[config.mk]
export PLATFORM = sky130hd
export DESIGN_NAME = systolic_pe
export DESIGN_NICKNAME = d
export VERILOG_FILES = /design/src/rtl/pe_pkg.sv /design/src/rtl/pe_mac_acc.sv /design/src/rtl/systolic_pe.sv
export SDC_FILE = /design/constraint.sdc
export NUM_CORES = 1
export LEC_CHECK = 0
export ABC_AREA = 0
export CELL_PAD_IN_SITES_DETAIL_PLACEMENT = 0
export CELL_PAD_IN_SITES_GLOBAL_PLACEMENT = 1
export CORE_MARGIN = 2
export CORE_UTILIZATION = 43
export DETAILED_ROUTE_END_ITERATION = 7
export PLACE_DENSITY = 0.95
export SETUP_SLACK_MARGIN = 0.4
export SLEW_MARGIN = 30
export SYNTH_ARGS = -nofsm -noshare
export SYNTH_HDL_FRONTEND = slang
export SYNTH_SLANG_ARGS = --single-unit
[constraint.sdc]
create_clock -name clk -period 5.8 [get_ports clk]
set_clock_uncertainty 0.15 [all_clocks]
set_input_delay 0.58 -clock clk [delete_from_list [all_inputs] [get_ports clk]]
set_output_delay 0.58 -clock clk [all_outputs]
set_load 0.005 [all_outputs]
[src/rtl/pe_pkg.sv]
// Shared helpers for the systolic PE: width-generic saturating add, product
// extension and the rail values the accumulator clamps to.
package pe_pkg;

  localparam int MAX_W = 64;
  localparam logic [MAX_W-1:0] ONE        = {{(MAX_W-1){1'b0}}, 1'b1};
  localparam logic [MAX_W-1:0] U_RAIL     = {MAX_W{1'b1}};
  localparam logic [MAX_W-1:0] S_RAIL_POS = {1'b0, {(MAX_W-1){1'b1}}};
  localparam logic [MAX_W-1:0] S_RAIL_NEG = {1'b1, {(MAX_W-1){1'b0}}};

  typedef struct packed {
    logic             ovf;
    logic [MAX_W-1:0] sum;
  } sat_res_t;

  function automatic logic [MAX_W-1:0] width_mask(input int w);
    return U_RAIL >> (MAX_W - w);
  endfunction

  // Widen a pw-bit product, held right-justified, to w bits.
  function automatic logic [MAX_W-1:0] ext_prod(input logic [MAX_W-1:0] p,
                                                input int pw, input int w,
                                                input logic is_signed);
    logic [MAX_W-1:0] hi;
    logic             sgn;
    sgn = |(p & (ONE << (pw - 1)));
    hi  = (U_RAIL << pw) & width_mask(w);
    return (p & ~(U_RAIL << pw)) | ((is_signed && sgn) ? hi : '0);
  endfunction

  // w-bit add on right-justified operands; signed rails are the MAX_W rails
  // shifted down so their top bit lands on bit w-1.
  function automatic sat_res_t sat_add(input logic [MAX_W-1:0] a,
                                       input logic [MAX_W-1:0] b,
                                       input int w, input logic is_signed,
                                       input logic sat);
    logic [MAX_W-1:0] mask, am, bm, msb;
    logic [MAX_W:0]   s;
    logic             sa, sb, ss, cy, ov;
    sat_res_t         r;
    mask = width_mask(w);
    msb  = ONE << (w - 1);
    am   = a & mask;
    bm   = b & mask;
    s    = {1'b0, am} + {1'b0, bm};
    cy   = |(s & ({1'b0, ONE} << w));
    sa   = |(am & msb);
    sb   = |(bm & msb);
    ss   = |(s[MAX_W-1:0] & msb);
    ov   = is_signed ? ((sa == sb) && (ss != sa)) : cy;
    r.ovf = ov;
    if (ov && sat) begin
      if (!is_signed)  r.sum = mask;
      else if (sa)     r.sum = S_RAIL_NEG >> (MAX_W - w);
      else             r.sum = S_RAIL_POS >> (MAX_W - w);
    end else begin
      r.sum = s[MAX_W-1:0] & mask;
    end
    return r;
  endfunction

endpackage

[src/rtl/pe_mac_acc.sv]
// Multiply-accumulate core of the PE: product, extension, saturating add,
// and the accumulator / sticky overflow registers.
module pe_mac_acc
  import pe_pkg::*;
#(
  parameter int DATA_W = 8,
  parameter int ACC_W  = 20,
  parameter bit SIGNED = 1'b0,
  parameter bit SAT    = 1'b1
) (
  input  logic              clk,
  input  logic              rst,
  input  logic [DATA_W-1:0] a,
  input  logic [DATA_W-1:0] b,
  input  logic              fire,
  input  logic              acc_clr,
  input  logic              drain_ld,
  output logic [ACC_W-1:0]  nxt,
  output logic [ACC_W-1:0]  acc,
  output logic              ovf
);

  logic [2*DATA_W-1:0] a_ext, b_ext, prod;
  logic [MAX_W-1:0]    addend;
  sat_res_t            add_r;
  logic                add_ovf;
  logic                unused_sum;

  // Extending both operands to 2*DATA_W lets one unsigned multiply serve both
  // signednesses: the low 2*DATA_W bits of the product are the same.
  always_comb begin
    if (SIGNED) begin
      a_ext = {{DATA_W{a[DATA_W-1]}}, a};
      b_ext = {{DATA_W{b[DATA_W-1]}}, b};
    end else begin
      a_ext = {{DATA_W{1'b0}}, a};
      b_ext = {{DATA_W{1'b0}}, b};
    end
    prod   = a_ext * b_ext;
    addend = fire ? ext_prod(MAX_W'(prod), 2 * DATA_W, ACC_W, SIGNED) : '0;
    add_r  = sat_add(acc_clr ? '0 : MAX_W'(acc), addend, ACC_W, SIGNED, SAT);
  end

  assign nxt        = add_r.sum[ACC_W-1:0];
  assign add_ovf    = add_r.ovf;
  assign unused_sum = ^add_r.sum;

  always_ff @(posedge clk or posedge rst) begin
    if (rst) begin
      acc <= '0;
      ovf <= 1'b0;
    end else begin
      acc <= drain_ld ? '0 : nxt;
      ovf <= (ovf & ~(acc_clr | drain_ld)) | add_ovf;
    end
  end

endmodule

[src/rtl/systolic_pe.sv]
// Output-stationary systolic PE: forwards operands east/south, accumulates
// when both are valid, and drains results down a per-column shift chain.
module systolic_pe
  import pe_pkg::*;
#(
  parameter int DATA_W = 8,
  parameter int ACC_W  = 20,
  parameter bit SIGNED = 1'b0,
  parameter bit SAT    = 1'b1
) (
  input  logic              clk,
  input  logic              rst,
  input  logic [DATA_W-1:0] a_in,
  input  logic              a_vld_in,
  input  logic [DATA_W-1:0] b_in,
  input  logic              b_vld_in,
  input  logic              acc_clr,
  input  logic              drain_ld,
  input  logic [ACC_W-1:0]  res_in,
  input  logic              res_vld_in,
  output logic [DATA_W-1:0] a_out,
  output logic              a_vld_out,
  output logic [DATA_W-1:0] b_out,
  output logic              b_vld_out,
  output logic [ACC_W-1:0]  res_out,
  output logic              res_vld_out,
  output logic [ACC_W-1:0]  acc,
  output logic              ovf
);

  logic [ACC_W-1:0] nxt;

  pe_mac_acc #(
    .DATA_W (DATA_W),
    .ACC_W  (ACC_W),
    .SIGNED (SIGNED),
    .SAT    (SAT)
  ) u_mac (
    .clk      (clk),
    .rst      (rst),
    .a        (a_in),
    .b        (b_in),
    .fire     (a_vld_in & b_vld_in),
    .acc_clr  (acc_clr),
    .drain_ld (drain_ld),
    .nxt      (nxt),
    .acc      (acc),
    .ovf      (ovf)
  );

  // A local drain overrides whatever the PE above is shifting down.
  always_ff @(posedge clk or posedge rst) begin
    if (rst) begin
      a_out       <= '0;
      a_vld_out   <= 1'b0;
      b_out       <= '0;
      b_vld_out   <= 1'b0;
      res_out     <= '0;
      res_vld_out <= 1'b0;
    end else begin
      a_out       <= a_in;
      a_vld_out   <= a_vld_in;
      b_out       <= b_in;
      b_vld_out   <= b_vld_in;
      res_out     <= drain_ld ? nxt : res_in;
      res_vld_out <= drain_ld | res_vld_in;
    end
  end

endmodule

Yosys cells after proc, flatten, opt, wreduce, memory -nomap -nowiden
Cells that the tools add are included.
W data, S select, Z words.
{ "totals": {"regBits": 60, "output_inout_bits": 60, "wordCells": 21} }
{ "op_classes": {"addsub": 1, "n_mul": 1, "mux": 5, "n_bitwise": 6} }
{ "op_table": {"columns": ["op", "n"], "rows": [
  ["$mux W20", 4],
  ["$add A20 B20 Y21", 1],
  ["$mul A8 B8 Y16", 1],
  ["$mux W16", 1],
  ["$or A1 B1 Y1", 3],
  ["$and A1 B1 Y1", 2],
  ["$not A1 Y1", 1]
]} }

Depth between registers and ports, before layout
Gate-level depths: netlist (run 1).
{ "logic_depth": {"ltp_word": 5, "depth_mapped": 24} }

Modules after synthesis
From an unflattened synthesis (run 1), not the netlist that was laid out.
{ "hier_totals": {"cells_unflattened": 511, "hier_area_um2": 5119.9} }
{ "modules_own_cells": {"columns": ["module", "n_inst", "cells_each", "area_per_inst_um2", "seq_area_each_um2"], "rows": [
  ["pe_mac_acc", 1, 447, 3808.7, 525.5],
  ["systolic_pe", 1, 64, 1311.3, 975.9]
]} }

Worst setup path after synthesis (run 1)
OpenSTA, ideal clock, no wires.
{ "synth_timing": {"path_type": "input-to-reg", "startpoint": "input a_in[0]", "endpoint": "register res_out[5]", "setup_ns": 0.137, "arrival_ns": 5.501, "path_slack_ns": 0.012, "path_stages": 23, "path_buffers": 1, "cell_sequence": "nand2_1 -> fa_1 -> fa_1 -> inv_1 -> fa_1 -> inv_1 -> fa_1 -> inv_1 -> ha_1 -> nand3_1 -> o211ai_1 -> o41ai_1 -> o21bai_1 -> xnor2_1 -> nor2_1 -> ha_1 -> o21ai_0 -> nor2_1 -> nor3_2 -> a211oi_4 -> buf_6 -> nor2_1 -> a21oi_1"} }
{ "synth_between": {"elab_chain_cells": 5} }
{ "synth_lines": {"columns": ["element", "line", "rtl"], "rows": [
  ["start: declaration", "systolic_pe.sv:13", "input logic [DATA_W-1:0] a_in,"],
  ["$mul A8 B8 Y16", "pe_mac_acc.sv:39", "prod = a_ext * b_ext;"],
  ["$mux W16", "pe_mac_acc.sv:40", "addend = fire ? ext_prod(MAX_W'(prod), 2 * DATA_W, ACC_W, SIGNED) : '0;"],
  ["$add A20 B20 Y21", "pe_pkg.sv:45", "s = {1'b0, am} + {1'b0, bm};"],
  ["$mux W20", "pe_pkg.sv:52", "if (ov && sat) begin"],
  ["$mux W20", "systolic_pe.sv:65", "res_out <= drain_ld ? nxt : res_in;"],
  ["end signal: assignment", "systolic_pe.sv:65", null],
  ["end: declaration", "systolic_pe.sv:25", "output logic [ACC_W-1:0] res_out,"]
]} }
No other way between the ends.

Worst setup path after layout (run 1)
{ "layout_timing": {"startpoint": "input b_in[5]", "endpoint": "register u_mac.acc[16]"} }
{ "layout_between": {"elab_chain_cells": 5} }
{ "layout_lines": {"columns": ["element", "line", "rtl"], "rows": [
  ["start: declaration", "systolic_pe.sv:15", "input logic [DATA_W-1:0] b_in,"],
  ["$mul A8 B8 Y16", "pe_mac_acc.sv:39", null],
  ["$mux W16", "pe_mac_acc.sv:40", null],
  ["$add A20 B20 Y21", "pe_pkg.sv:45", null],
  ["$mux W20", "pe_pkg.sv:52", null],
  ["$mux W20", "pe_mac_acc.sv:53", "acc <= drain_ld ? '0 : nxt;"],
  ["end signal: assignment", "pe_mac_acc.sv:53", null],
  ["end: declaration", "pe_mac_acc.sv:19", "output logic [ACC_W-1:0] acc,"]
]} }
No other way between the ends.

==> results.yml, run 1 <==
clock_tree:
  numCtsBuffers: 9
  cts_buffer_depth: 2
  clk_latency_ps: 340
  htree_levels: 3
  tritoncts: "done"
  ctsHoldBuffers: 0
  clock_sinks: 60
  clk_pin_slew_worst_paths_ps: 50
  cts-root-buf: "clkbuf_16"
run:
  cap_violations: 0
synthesis:
  synth_fp_nets: 676
  synth_area_leader_cell: "dfrtp_1"
  yosysWarnings: 0
  ys_ff_latch: 60
  syn_inst: 544
  syn_avg_cell_area_um2: 9.33
  synth_area_leaders: "dfrtp_1, fa_1, ha_1"
  synth_seq_area_share: 0.296
  syn_area_um2: 5070
  yosys.cell_types.count: 47
  synth_top_area_frac: 0.296
global_routing:
  grt_pass1_wl_um: 24400
  grt_max_degree: 61
  antenna_found_initial: 0
  track_usage: 0.240
  grt_pass1_vias: 5090
  overflow: 0
drt:
  drt_iter0_markers: 216
  via_count: 4667
  dr.pass1.iters: 4
  wire_per_inst_um: 16.2
  wl_um: 14500
  viasPerCell: 5.22
  postRouteAntennaNets: 0
  drc: 0
pwr:
  power.density_nw_per_um2: 309
  power.total_uw: 2420
  pwr-share-comb: 0.556
  ir_drop_uv: 190
  swShare: 0.355
  power_leakage_uw: 0.00373
  p_int_uw: 1560
  switchingPower_uw: 862
  pwr-share-clk: 0.240
  power_frac_seq: 0.204
placement:
  routabilityCongestion: 0.834
  io_buffers: 102
  pre_cts_slack_ps: -752
  dp_hpwl_um: 10600
die:
  fp.dieH_um: 113
  dieArea_um2: 12700
  initial_core_util: 0.443
  core.rowCount: 39
  die_w_um: 113
  boundaryPins: 103
  core-area_um2: 11500
sta:
  hold_viol_final: 0
  tightest_slew_ps: 752
  fin_ws_ps: -22.0
  slew_viol_final: 0
  setup_viol: 2
  period_minus_slack_ps: 5820
  slew_headroom: 0.498
  rsz0062_at_grt: "true"
  min_period_over_period: 1.00
  fmax_ghz: 0.172
  timing.hold.ws_ps: 241
setup_path:
  cp_top_family: "adder cells"
  path_class: "input port to register"
  critPathCaptureType: "register"
  start_kind: "input port"
  crit_top_cell: "fa_1"
  critPathMaxStageDelay_ps: 530
  cp_num_buf_inv: 8
  critPathRequiredTime_ps: 5860
  cp_max_fo: 5
  slowest_stage: "fa_1"
  arrival_ps: 5880
worst_hold_path:
  hp-class: "input port to register"
outcome:
  failed_checks: "setup timing"
  status: "finished, violations left"
finish:
  finalNetCount: 879
  final_cell_mix: "buf_4, clkdlybuf4s50_1, dfrtp_1"
  drive_above_1_share: 0.308
  n_antenna_cell: 0
  area.growth.synth_to_final_pct: 54.5
  final_common_cell: "buf_4"
-- synth_stat cells (all sizes together) --
library cell   n
o21ai         12
o2bb2ai        1
nor2b         19
o221ai         1
or2            1
o41ai          1
and3b          1
a21oi         45
and3           7
o211ai         3
nand2         26
nor3b          2
a31oi          8
nand2b         4
o21a           2
ha            52
o211a          1
a21o           8
dfrtp         60
inv           59
buf            2
nor3           7
nand3          8
clkbuf         9
xnor2         16
xor2           9
or3            1
and2          55
mux2i          6
and4           1
a31o           2
nand4          2
a221oi         2
o21bai         5
fa            37
o31ai          3
a211oi         4
nor2          62
-- cells by family after synthesis --
kind of cell | after synthesis | synth area share
muxes | 6 | 0.0118
AOI/OAI and AO/OA | 98 | 0.125
and+or+nand+nor | 196 | 0.197
xor gates and xnor gates | 25 | 0.0431
DFF | 60 | 0.296
buffers and inverters | 70 | 0.0535
adders and majority gates | 89 | 0.274
-- registers in the layout, summed over array words and instances, names as in the netlist --
signal       cells
a_out            8
a_vld_out        1
b_out            8
b_vld_out        1
res_out         20
res_vld_out      1
u_mac.acc       20
u_mac.ovf        1
-- what timing repair did --
item,in CTS,in global routing
setup endpoints to repair,41,41
pin swaps,54,50
setup buffers,10,10
gates cloned,0,0
gates resized for setup,112,51
-- layer usage --
metal	wire, um	track usage	part of all wire
met5	0	0	0
met4	374	0.0846	0.026
met3	801	0.0616	0.055
met2	7300	0.411	0.50
met1	6030	0.293	0.42
-- power groups by stage --
stage / Clock, uW / Combinational (uW) / Sequential (uW)
after floorplan: 0 / 666 / 498
after CTS: 594 / 1260 / 495
after detailed placement: 0 / 1140 / 499
after global placement: 0 / 1110 / 500
after global routing: 614 / 1490 / 499
final: 582 / 1350 / 495
-- worst paths after layout --
| check | cells after the start | slack, ps | startpoint | endpoint |
|---|---|---|---|---|
| max | 26 | -20 | b_in[5] | u_mac.acc[16] |
| min | 1 | 240 | b_in[4] | b_out[4] |
| max reg2reg | 12 | 2980 | u_mac.acc[0] | res_out[2] |
| min reg2reg | 2 | 350 | u_mac.ovf | u_mac.ovf |
| max in group asynchronous | 3 | 4360 | rst | u_mac.acc[11] |
| min in group asynchronous | 3 | 630 | rst | b_out[0] |
-- layout make-up --
cell class | instances | area (um^2)
Fill cell | 847 | 3630
Timing Repair Buffer | 203 | 1840
Clock inverter | 4 | 72.6
Inverter | 59 | 221
Sequential cell | 60 | 1500
Multi-Input combinational cell | 414 | 3770
Tap cell | 143 | 179
Clock buffer | 11 | 253
-- per-stage QoR --
stage,std cells,area [um^2],utilization,setup TNS (ps)
floorplan,544,5210,-,0
global placement,858,6960,0.607,-25340
detailed placement,858,6960,0.607,-27940
CTS,883,7540,0.657,0
global route,894,7840,0.684,-7760
finish,894,7840,0.684,-36.9
Power figures use the tool's default switching activity.
==> inputs of run 2 (changes only) <==
--- a/config.mk
+++ b/config.mk
@@ -6,7 +6,7 @@
 export NUM_CORES = 1
 export LEC_CHECK = 0
 export ABC_AREA = 0
-export CELL_PAD_IN_SITES_DETAIL_PLACEMENT = 0
+export CELL_PAD_IN_SITES_DETAIL_PLACEMENT = 1
 export CELL_PAD_IN_SITES_GLOBAL_PLACEMENT = 1
 export CORE_MARGIN = 2
 export CORE_UTILIZATION = 43
==> run 2 against run 1 <==
  * Highest routed layer unchanged
  * The flow still finishes with violations (setup timing)
  * Flip-flop and latch count stayed put
  * Critical endpoint is now u_mac.acc[19]
  * First-iteration DRC count grew 67%
  * Clock power decreased by 5.7%
  * Largest power group unchanged
  * Setup slack worse by 330 ps
  * Worst hold slack improved by 41 ps
  * Largest cell class unchanged
  * Critical path type unchanged
==> results.yml, run 2 (same netlist as run 1, synthesis figures left out) <==
outcome:
  status: "finished, violations left"
  failed_checks: "setup timing"
finish:
  area.growth.synth_to_final_pct: 57.7
  reg_top3: "res_out: 20 flops, u_mac.acc: 20 flops"
  finalNetCount: 874
  post-route-util: 0.698
  final_cell_mix: "buf_4, clkdlybuf4s50_1, dfrtp_1"
  drive_above_1_share: 0.343
  n_antenna_cell: 0
  finish.instance_area_um2: 8000
  final_common_cell: "buf_4"
setup_path:
  r2r-start: "u_mac.acc[0]"
  critPathCaptureType: "register"
  cp-startpoint: "a_in[3]"
  start_kind: "input port"
  endpoint: "u_mac.acc[19]"
  r2r_slack_ps: 2620
  critPathMaxStageDelay_ps: 580
  crit_chain: "buf_2, buf_4, and2_1, fa_2, fa_1, fa_1, inv_2, fa_1, inv_2, ha_4, nand3_2, o211ai_1, nor2_1, xor2_1, nor2_1, ha_1, and2_1, nor2b_2, a31o_2, a221oi_4, mux2i_2, buf_4, a21oi_2"
  cp_max_fo: 5
  crit_top_cell: "fa_1"
  r2r_end: "u_mac.acc[18]"
  slowest_stage: "fa_1"
  critPathRequiredTime_ps: 5860
  path_class: "input port to register"
  arrival_ps: 6220
  ff2ff_path_depth: 10
drt:
  wire_per_inst_um: 28.6
  wl_um: 25400
  drc: 0
  viasPerCell: 6.05
  via_count: 5382
  drt_iter0_markers: 361
  postRouteAntennaNets: 0
  dr.pass1.iters: 5
sta:
  slew_headroom: 0.452
  fmax_ghz: 0.162
  slew_viol_final: 0
  fin_ws_ps: -355
  tns_ps: -8500
  hold_viol_final: 0
  min_period_over_period: 1.06
  tightest_slew_ps: 822
  period_minus_slack_ps: 6150
  rsz0062_at_grt: "true"
  setup_viol: 41
global_routing:
  overflow: 0
  grt_max_degree: 61
  track_usage: 0.338
  grt_pass1_vias: 5869
  grt_pass1_wl_um: 32900
  antenna_found_initial: 0
clock_tree:
  numCtsBuffers: 9
  clk_latency_ps: 360
  tritoncts: "done"
  cts_buffer_depth: 2
  clk_pin_slew_worst_paths_ps: 60
  htree_levels: 3
  clock_sinks: 60
  cts-root-buf: "clkbuf_16"
pwr:
  ir_drop_uv: 235
  power.total_uw: 2840
  power_frac_seq: 0.175
  switchingPower_uw: 1220
  pwr-share-clk: 0.193
  pwr-share-comb: 0.632
  swShare: 0.430
  power.density_nw_per_um2: 355
  p_int_uw: 1620
  power_leakage_uw: 0.00372
die:
  die_w_um: 113
  boundaryPins: 103
  core-area_um2: 11500
  initial_core_util: 0.443
  core.rowCount: 39
  dieArea_um2: 12700
  fp.dieH_um: 113
placement:
  dp_hpwl_um: 13800
  routabilityCongestion: 0.834
  io_buffers: 102
  postPlaceCellArea_um2: 6960
run:
  cap_violations: 0
worst_hold_path:
  hold_path_depth: 1
  hp-class: "input port to register"
## run 2: area by class of cell
class	instances	area (um^2)
flip-flops and latches	60	1500
clock buffers	11	253
clock inverters	5	36.3
well taps	143	179
multi-input cells	414	4030
fillers	1180	3460
inverters	59	221
repair buffers	198	1780
## run 2: power by group through the flow
| stage | clock network, uW | registers [uW] | logic (uW) |
|---|---|---|---|
| floorplan | 0 | 498 | 666 |
| global placement | 0 | 500 | 1110 |
| detailed placement | 0 | 500 | 1220 |
| CTS | 528 | 497 | 1340 |
| global route | 562 | 499 | 1860 |
| finish | 549 | 497 | 1790 |
## run 2: repair_timing
action                     in CTS  in global routing
pin swaps                      56                 57
setup buffers                   8                  8
setup endpoints to repair      41                 41
gates resized for setup       131                 81
hold buffers                    0                  0
## run 2: through the flow
step	hold WS, ps	worst slack [ps]	instances
global route	285	-479	890
floorplan	319	378	544
detailed placement	356	-987	858
global placement	320	-687	858
finish	282	-355	890
CTS	275	-113	882
## run 2: worst min-delay path by stage
stage / slack (ps) / start / to
after floorplan: 320 / u_mac.ovf / u_mac.ovf
after global placement: 320 / u_mac.ovf / u_mac.ovf
after detailed placement: 360 / u_mac.ovf / u_mac.ovf
after CTS: 280 / b_in[4] / b_out[4]
after global routing: 290 / b_in[4] / b_out[4]
final: 280 / b_in[4] / b_out[4]
## run 2: layer usage
| metal | share of wire | GRT usage |
|---|---|---|
| met3 | 0.070 | 0.0691 |
| met2 | 0.52 | 0.648 |
| met1 | 0.34 | 0.360 |
| met5 | 0 | 0 |
| met4 | 0.070 | 0.130 |
## run 2: worst max-delay path: cells and delay by family
kind | cells | cell delay, ps
adder cells (fa/ha/maj) | 6 | 2700
buffers and inverters | 5 | 590
AO/OA/AOI/OAI | 4 | 950
AND/OR/NAND/NOR | 6 | 830
XOR/XNOR | 1 | 240
multiplexers | 1 | 320
==> inputs of run 3 (changes only) <==
--- a/config.mk
+++ b/config.mk
@@ -10,6 +10,7 @@
 export CELL_PAD_IN_SITES_GLOBAL_PLACEMENT = 1
 export CORE_MARGIN = 2
 export CORE_UTILIZATION = 43
+export CTS_CLUSTER_DIAMETER = 150
 export DETAILED_ROUTE_END_ITERATION = 7
 export PLACE_DENSITY = 0.95
 export SETUP_SLACK_MARGIN = 0.4
==> results of run 3 <==
No change in the layout: final DEF, timing and power equal those of run 2.
